**src/rtl/spike_decoder.sv**
```systemverilog
// Spike-train decoder: counts rising-edge spike events per fixed window and
// tracks the latest inter-spike interval, publishing both over a valid/ready pair.
module spike_decoder #(
   parameter int unsigned WINDOW = 256,
   parameter int unsigned SAT    = 255
) (
   input  logic       clk,
   input  logic       reset_n,
   input  logic       enable,
   input  logic       spike,
   input  logic       out_ready,
   output logic       out_valid,
   output logic [7:0] rate,
   output logic [7:0] isi,
   output logic       overrun
);

   localparam int unsigned   CW    = $clog2(WINDOW);
   localparam logic [CW-1:0] LAST  = CW'(WINDOW - 1);
   localparam logic [7:0]    SAT_V = 8'(SAT);

   typedef enum logic {IDLE, RUN} state_e;

   state_e        state_q, state_d;
   logic          spike_q, spike_d;
   logic [CW-1:0] win_cnt_q, win_cnt_d;
   logic [7:0]    spk_cnt_q, spk_cnt_d;
   logic [7:0]    isi_cnt_q, isi_cnt_d;
   logic [7:0]    isi_last_q, isi_last_d;
   logic          have_prev_q, have_prev_d;
   logic          out_valid_q, out_valid_d;
   logic [7:0]    rate_q, rate_d;
   logic [7:0]    isi_q, isi_d;
   logic          overrun_q, overrun_d;

   logic          active;
   logic          spk_event;
   logic          publish;
   logic [7:0]    spk_sum;

   // NOTE: state flops use non-blocking assignments so every flop samples
   // pre-edge values regardless of process ordering.
   always_ff @(posedge clk or negedge reset_n) begin
      if (!reset_n) state_q <= IDLE;
      else          state_q <= state_d;
   end

   always_comb begin
      state_d = state_q;
      case (state_q)
         IDLE:    if (enable)  state_d = RUN;
         RUN:     if (!enable) state_d = IDLE;
         default: state_d = IDLE;
      endcase
   end

   // Measurement only advances on RUN cycles that keep enable high; the
   // cycle that drops enable abandons the partial window.
   assign active    = (state_q == RUN) && enable;
   assign spk_event = active && spike && !spike_q;
   assign publish   = active && (win_cnt_q == LAST);
   assign spk_sum   = (spk_event && spk_cnt_q != SAT_V) ? spk_cnt_q + 8'd1 : spk_cnt_q;

   always_comb begin
      // NOTE: every target gets a default here, so no path can infer a latch.
      spike_d     = spike;
      win_cnt_d   = win_cnt_q;
      spk_cnt_d   = spk_cnt_q;
      isi_cnt_d   = isi_cnt_q;
      isi_last_d  = isi_last_q;
      have_prev_d = have_prev_q;
      out_valid_d = out_valid_q;
      rate_d      = rate_q;
      isi_d       = isi_q;
      overrun_d   = overrun_q;

      if (state_q == IDLE && enable) begin
         win_cnt_d   = '0;
         spk_cnt_d   = '0;
         isi_cnt_d   = '0;
         isi_last_d  = '0;
         have_prev_d = 1'b0;
      end else if (active) begin
         win_cnt_d = publish ? '0 : win_cnt_q + 1'b1;
         spk_cnt_d = publish ? 8'd0 : spk_sum;
         if (spk_event) begin
            isi_cnt_d   = '0;
            have_prev_d = 1'b1;
            if (have_prev_q)
               isi_last_d = (isi_cnt_q == SAT_V) ? SAT_V : isi_cnt_q + 8'd1;
         end else if (isi_cnt_q != SAT_V) begin
            isi_cnt_d = isi_cnt_q + 8'd1;
         end
      end

      if (publish) begin
         rate_d      = spk_sum;
         isi_d       = isi_last_d;
         out_valid_d = 1'b1;
         if (out_valid_q && !out_ready) overrun_d = 1'b1;
      end else if (out_valid_q && out_ready) begin
         out_valid_d = 1'b0;
      end
   end

   // NOTE: every flop here is reset asynchronously; none of them is a memory array.
   always_ff @(posedge clk or negedge reset_n) begin
      if (!reset_n) begin
         spike_q     <= 1'b0;
         win_cnt_q   <= '0;
         spk_cnt_q   <= '0;
         isi_cnt_q   <= '0;
         isi_last_q  <= '0;
         have_prev_q <= 1'b0;
         out_valid_q <= 1'b0;
         rate_q      <= '0;
         isi_q       <= '0;
         overrun_q   <= 1'b0;
      end else begin
         spike_q     <= spike_d;
         win_cnt_q   <= win_cnt_d;
         spk_cnt_q   <= spk_cnt_d;
         isi_cnt_q   <= isi_cnt_d;
         isi_last_q  <= isi_last_d;
         have_prev_q <= have_prev_d;
         out_valid_q <= out_valid_d;
         rate_q      <= rate_d;
         isi_q       <= isi_d;
         overrun_q   <= overrun_d;
      end
   end

   assign out_valid = out_valid_q;
   assign rate      = rate_q;
   assign isi       = isi_q;
   assign overrun   = overrun_q;

endmodule

```
**config.mk**
```make
export PLATFORM = sky130hd
export DESIGN_NAME = spike_decoder
export DESIGN_NICKNAME = d
export VERILOG_FILES = /design/src/rtl/spike_decoder.sv
export SDC_FILE = /design/constraint.sdc
export NUM_CORES = 1
export LEC_CHECK = 0
export ABC_AREA = 1
export BUFFER_PORTS_ARGS = -buffer_cell sky130_fd_sc_hd__buf_2
export CORE_MARGIN = 2
export CORE_UTILIZATION = 25
export CTS_CLUSTER_DIAMETER = 80
export DETAILED_ROUTE_END_ITERATION = 10
export PLACE_DENSITY_LB_ADDON = 0.2
export SETUP_SLACK_MARGIN = 0.05
export SLEW_MARGIN = 20
export SYNTH_ARGS = -nofsm -noshare
export SYNTH_HDL_FRONTEND = slang
export SYNTH_SLANG_ARGS = --single-unit
```
**constraint.sdc**
```tcl
create_clock -name clk -period 1.55 [get_ports clk]
set_input_delay 0.2325 -clock clk [delete_from_list [all_inputs] [get_ports clk]]
set_output_delay 0.2325 -clock clk [all_outputs]
set_load 0.05 [all_outputs]
```
* Yosys cells after proc, flatten, opt, wreduce, memory -nomap -nowiden *
Index checks and enable logic that the tools add are counted.

word-level totals
  flip-flop bits (word level) = 53
  input port bits = 5
  output and inout port bits = 18
  logic and storage cells = 58

cells by class
  add/subtract/negate cells = 3
  equality and inequality tests = 4
  multiplexer cells = 22
  bitwise logic cells = 1
  reductions and logical operators = 17

operators by type and width
  operator             number
  $mux 8               16
  $add 8x1->8 const B  3
  $eq 8x8->1 const B   2
  $ne 8x8->1 const B   2
  $logic_and 1x1->1    8
  $mux 1               6
  $reduce_and 2->1     3
  $reduce_bool 2->1    3
  $reduce_bool 3->1    1
  $logic_not 1->1      2
  $not 1->1            1

* Logic depth before layout (Yosys ltp) *
  depth after elaboration = 8
  depth in mapped cells = 10
  depth with buffers taken out = 10

* Worst setup path after synthesis *
Ideal clock, no wire load.

  kind = flip-flop to flip-flop
  start = register win_cnt_q[0]
  end = register isi_q[2], in the netlist isi[2]
  setup time = 0.124 ns
  data arrival time = 1.311 ns
  required time = 1.426 ns
  setup slack = 0.115 ns
  cell stages (with the launch flop) = 10
  path buffers = 1
  clock period less this slack = 1.435 ns
  cells stage by stage = dfrtp_1 ha_1 nand2_1 nor2_2 nand2_2 nor2_8 inv_4 buf_6 nand2_1 nand2_1

on the way
  longest elaborated chain between the ends = 2

ends and longest elaborated chain
  what                    line  source
  from (decl)             26    logic [CW-1:0] win_cnt_q, win_cnt_d;
  from (signal assigned)  121   win_cnt_q <= win_cnt_d;
  $eq 8x8->1              61    assign publish = active && (win_cnt_q == LAST);
  $logic_and 1x1->1       61
  to (signal assigned)    128   isi_q <= isi_d;
  to (decl)               33    logic [7:0] isi_q, isi_d;

No other way between the ends.
A chain may end at the register's enable or synchronous reset.

* Final worst setup path *
Same ends and word-level chain as after synthesis.

==> tab_implementation.tex <==
\begin{tabular}{lr}
\hline
Metric & Value \\
\hline
\multicolumn{2}{l}{\textbf{CTS}} \\
\quad CTS tree & yes \\
\quad Count of H-tree levels built during CTS & 2 \\
\quad Clock root cell & sky130\_fd\_sc\_hd\_\_clkbuf\_8 \\
\quad CTS sink count & 53 \\
\quad Buffer depth of the longest clock path & 2 \\
\quad Clock-pin slew reported for the worst setup and hold paths after clock tree synthesis & 0.10 ns \\
\quad Clock latency reported for the late side of the worst-skew pair & 0.31 ns \\
\quad Number of buffers created by CTS & 5 \\
\multicolumn{2}{l}{\textbf{Layout}} \\
\quad \# diodes & 0 \\
\quad Net count reported at finish & 390 \\
\quad Final core utilization & $\sim$32\% \\
\quad Area taken by flip-flops and latches & 0.00133 mm2 \\
\quad Filler cell count in the final layout & 1155 \\
\quad Area grow syn2layout & 25.9\% \\
\quad Proportion of layout cells with a drive suffix above 1 & a little over a quarter \\
\quad Multi-input gate area & 0.00131 mm2 \\
\multicolumn{2}{l}{\textbf{Routing}} \\
\quad Number of nets still failing antenna checks after routing & 0 \\
\quad Routed wire length & approximately 6000 um \\
\quad Violation count after the first detailed-routing iteration & 98 \\
\quad Routed wire length per instance & $\sim$12 um \\
\quad Detailed Routing Iterations Pass 1 & 4 \\
\quad Via density per instance & 4.25 \\
\quad Number of vias after detailed routing & $\sim$2200 \\
\quad Post-route DRC violation count & 0 \\
\multicolumn{2}{l}{\textbf{Floorplanning}} \\
\quad X dimension of the die & 109 um \\
\quad Core region area & approximately 0.011 mm2 \\
\quad Number of rows in the core area & 38 \\
\quad Starting density of the core & 25.5\% \\
\quad Die Footprint & roughly 0.012 mm2 \\
\quad Height of the chip & 109 um \\
\quad Number of I/O pins & 23 \\
\multicolumn{2}{l}{\textbf{Timing}} \\
\quad Crit path time final & 1.52 ns \\
\quad Maximum achievable frequency & 659 MHz \\
\quad Max-slew violation total from the final report & 0 \\
\quad Final Hold Violating Endpoints & 0 \\
\quad Post-route clock period utilization & 97.8\% \\
\quad Worst max-slew margin expressed relative to the limit & 80.5\% \\
\quad Total negative setup slack & 0 ns \\
\quad Largest clock skew in the final design & 0.00639 ns \\
\quad Tightest hold margin & around 0.045 ns \\
\quad Actual transition at the worst max-transition pin & 0.293 ns \\
\quad Setup-failing EPs final & 0 \\
\quad Final worst-path setup slack & 0.0334 ns \\
\quad Unrepaired setup endpoints after global routing & yes \\
\multicolumn{2}{l}{\textbf{Synth}} \\
\quad Area contributors post-synth & sky130\_fd\_sc\_hd\_\_dfrtp\_1 48\%, sky130\_fd\_sc\_hd\_\_nand2\_1 17\%, sky130\_fd\_sc\_hd\_\_inv\_1 4.8\% \\
\quad Number of warnings reported in the yosys synthesis log & 0 \\
\quad Combinational family with the most area after synthesis & simple AND/OR/NAND/NOR gates \\
\quad Post-synthesis instance area & 0.00274 mm2 \\
\quad Fraction of synthesized area in multiplexers & 0\% \\
\quad Adder and majority gate portion of the synthesized area & about 1.4\% \\
\quad Cell type with the largest total area after synthesis & sky130\_fd\_sc\_hd\_\_dfrtp\_1 \\
\quad Post-Synthesis Mean Instance Area & 8.20 um2 \\
\quad Compound-cell area share of the yosys netlist & between 8 and 9\% \\
\quad Synth cell types & 36 \\
\quad Part of the Yosys area used for sequential elements & 48.4\% \\
\quad XOR/XNOR share of the synthesized area & 2.51\% \\
\quad Area fraction of the dominant cell type after synthesis & 48.4\% \\
\quad Flops \& latches, synth & 53 \\
\quad Cell count after synthesis & 334 \\
\quad Simple-gate share of the synthesized area & a little under a third \\
\quad Synth Net Count & 342 \\
\multicolumn{2}{l}{\textbf{Job}} \\
\quad Count of maximum capacitance violations & 0 \\
\multicolumn{2}{l}{\textbf{Place}} \\
\quad Number of port buffers & 22 \\
\quad Placer Congestion & 0.747 \\
\quad DP Worst Slack & approximately 0.07 ns \\
\quad Total half-perimeter wirelength after legalization and detailed placement & 4140 um \\
\multicolumn{2}{l}{\textbf{GRT}} \\
\quad Number of global-route vias before repair & 2103 \\
\quad Largest net degree at the start of global routing & 54 \\
\quad GRT Resource Usage Total & a little over a tenth \\
\quad Overall overflow remaining after global route & 0 \\
\quad First-pass GRT wire length & 9850 um \\
\quad Number of antenna violations at the first check in global routing & 0 \\
\multicolumn{2}{l}{\textbf{Critical path}} \\
\quad Setup slack of the most critical reg-to-reg path & 0.03 ns \\
\quad Data required time of the critical path & 1.80 ns \\
\quad Setup crit end kind & register \\
\quad Launch point of the worst path & win\_cnt\_q[0]\$\_DFFE\_PN0P\_ \\
\quad Endpoint of the worst register-to-register path & isi[2]\$\_DFFE\_PN0P\_ \\
\quad Critical path endpoint & isi[2]\$\_DFFE\_PN0P\_ \\
\quad Crit path max fanout & 8 \\
\quad Reg2Reg Depth & 8 \\
\quad FF-to-FF Start & win\_cnt\_q[0]\$\_DFFE\_PN0P\_ \\
\quad Critical path data arrival time & approximately 1.8 ns \\
\quad Startpoint types & register \\
\quad Kind of critical path & reg2reg \\
\multicolumn{2}{l}{\textbf{Pwr}} \\
\quad Total chip power & roughly 2.8 mW \\
\quad Worst IR Drop VDD & between 500 and 600 uV \\
\quad Total leakage power & 1.82 nW \\
\quad Pwr Density & 810 mW/mm2 \\
\multicolumn{2}{l}{\textbf{Worst hold path}} \\
\quad Type of the worst min-delay path & in2reg \\
\multicolumn{2}{l}{\textbf{Run status}} \\
\quad Run status & complete, no violations \\
\hline
\end{tabular}
worst min path at each step:
| stage | start | to | slack [ns] | depth (start not counted) |
|---|---|---|---|---|
| after floorplan | reset_n | have_prev_q$_DFFE_PN0P_ | -0.06 | 0 |
| after global placement | reset_n | isi[3]$_DFFE_PN0P_ | 0.26 | 2 |
| after detailed placement | reset_n | isi[3]$_DFFE_PN0P_ | 0.26 | 2 |
| after CTS | spike | spike_q$_DFF_PN0_ | 0.04 | 1 |
| after global routing | spike | spike_q$_DFF_PN0_ | 0.03 | 1 |
| final | spike | spike_q$_DFF_PN0_ | 0.04 | 1 |
report_power, final:
group	switching (mW)	internal, mW
clock network	0.483	0.526
logic	0.171	0.131
registers	0.0493	1.43
total	0.703	2.09
flip-flops by register name, summed over array words and instances (netlist names):
name,count
state_q,1
win_cnt_q,8
isi_last_q,8
have_prev_q,1
overrun,1
isi,8
isi_cnt_q,8
spk_cnt_q,8
rate,8
spike_q,1
out_valid,1
cells in the mapped netlist (all sizes together):
cell type,count
nor2,22
nand3,26
a21oi,5
nand2,132
a31oi,1
ha,3
inv,41
xor2,5
o21ai,18
nor3,3
o22ai,3
and2,4
buf,5
dfrtp,53
xnor2,2
o211ai,1
o21a,5
o21bai,2
nand4,3
placed cells by master, fill, tap and decap left out, drive strengths merged:
cell type,netlist,final
dlygate4sd3,0,1
nand4,3,3
dfrtp,53,53
clkinvlp,0,1
bufinv,0,1
o21a,5,5
o21bai,2,2
inv,41,41
and2,4,4
nand3,26,26
o211ai,1,1
xnor2,2,2
a31oi,1,1
o21ai,18,18
xor2,5,5
o22ai,3,3
nor3,3,3
buf,5,44
nand2,132,132
ha,3,3
clkbuf,0,7
a21oi,5,5
nor2,22,22
final cells by class:
class                           count  area share [%]
Sequential cell                    53            38.5
Clock inverter                      2            1.09
Timing Repair Buffer               46            9.95
Tap cell                          140            5.08
Inverter                           41            4.90
Multi-Input combinational cell    235            38.1
Clock buffer                        6            2.40
through the flow:
stage          area [um2]  instances
2_1_floorplan        2740        334
4_1_cts              3240        515
5_1_grt              3450        523
3_3_place_gp         3110        506
6_report             3450        523
3_5_place_dp         3110        506
routing by layer:
| metal | vias to the layer above | GRT usage [%] | part of all wire, % | routed length (um) |
|---|---|---|---|---|
| met4 | 0 | 2.47 | 0.91 | 55 |
| met1 | 1053 | 14.2 | 49 | 2930 |
| li1 | 1141 | - | - | - |
| met2 | 23 | 17.6 | 48 | 2890 |
| met5 | - | 0 | 0 | 0 |
| met3 | 6 | 1.97 | 2.3 | 140 |
timing repair:
action / in CTS / in global routing
gates cloned: 0 / 1
setup buffers: 0 / 7
gates resized for setup: 1 / 40
endpoints found under the setup margin: 1 / 34
endpoints found under the hold margin: 53 / 0
pin swaps: 0 / 25
hold buffers: 1 / 0
cell families after synthesis:
group / after synthesis
simple gates: 190
xor+xnor: 7
fa+ha+maj: 3
compound gates: 35
buf+inv: 46
flops: 53
worst max-delay path: stages, from the launching register on:
cell and delay [ns]:
sky130_fd_sc_hd__dfrtp_1 0.41, sky130_fd_sc_hd__ha_2 0.21, sky130_fd_sc_hd__nand2_2 0.07, sky130_fd_sc_hd__nor2_4 0.14, sky130_fd_sc_hd__nand2_4 0.08, sky130_fd_sc_hd__nor2_8 0.20
sky130_fd_sc_hd__buf_12 0.15, sky130_fd_sc_hd__o211ai_1 0.10, sky130_fd_sc_hd__nand2_1 0.09
Power figures use the tool's default switching activity.
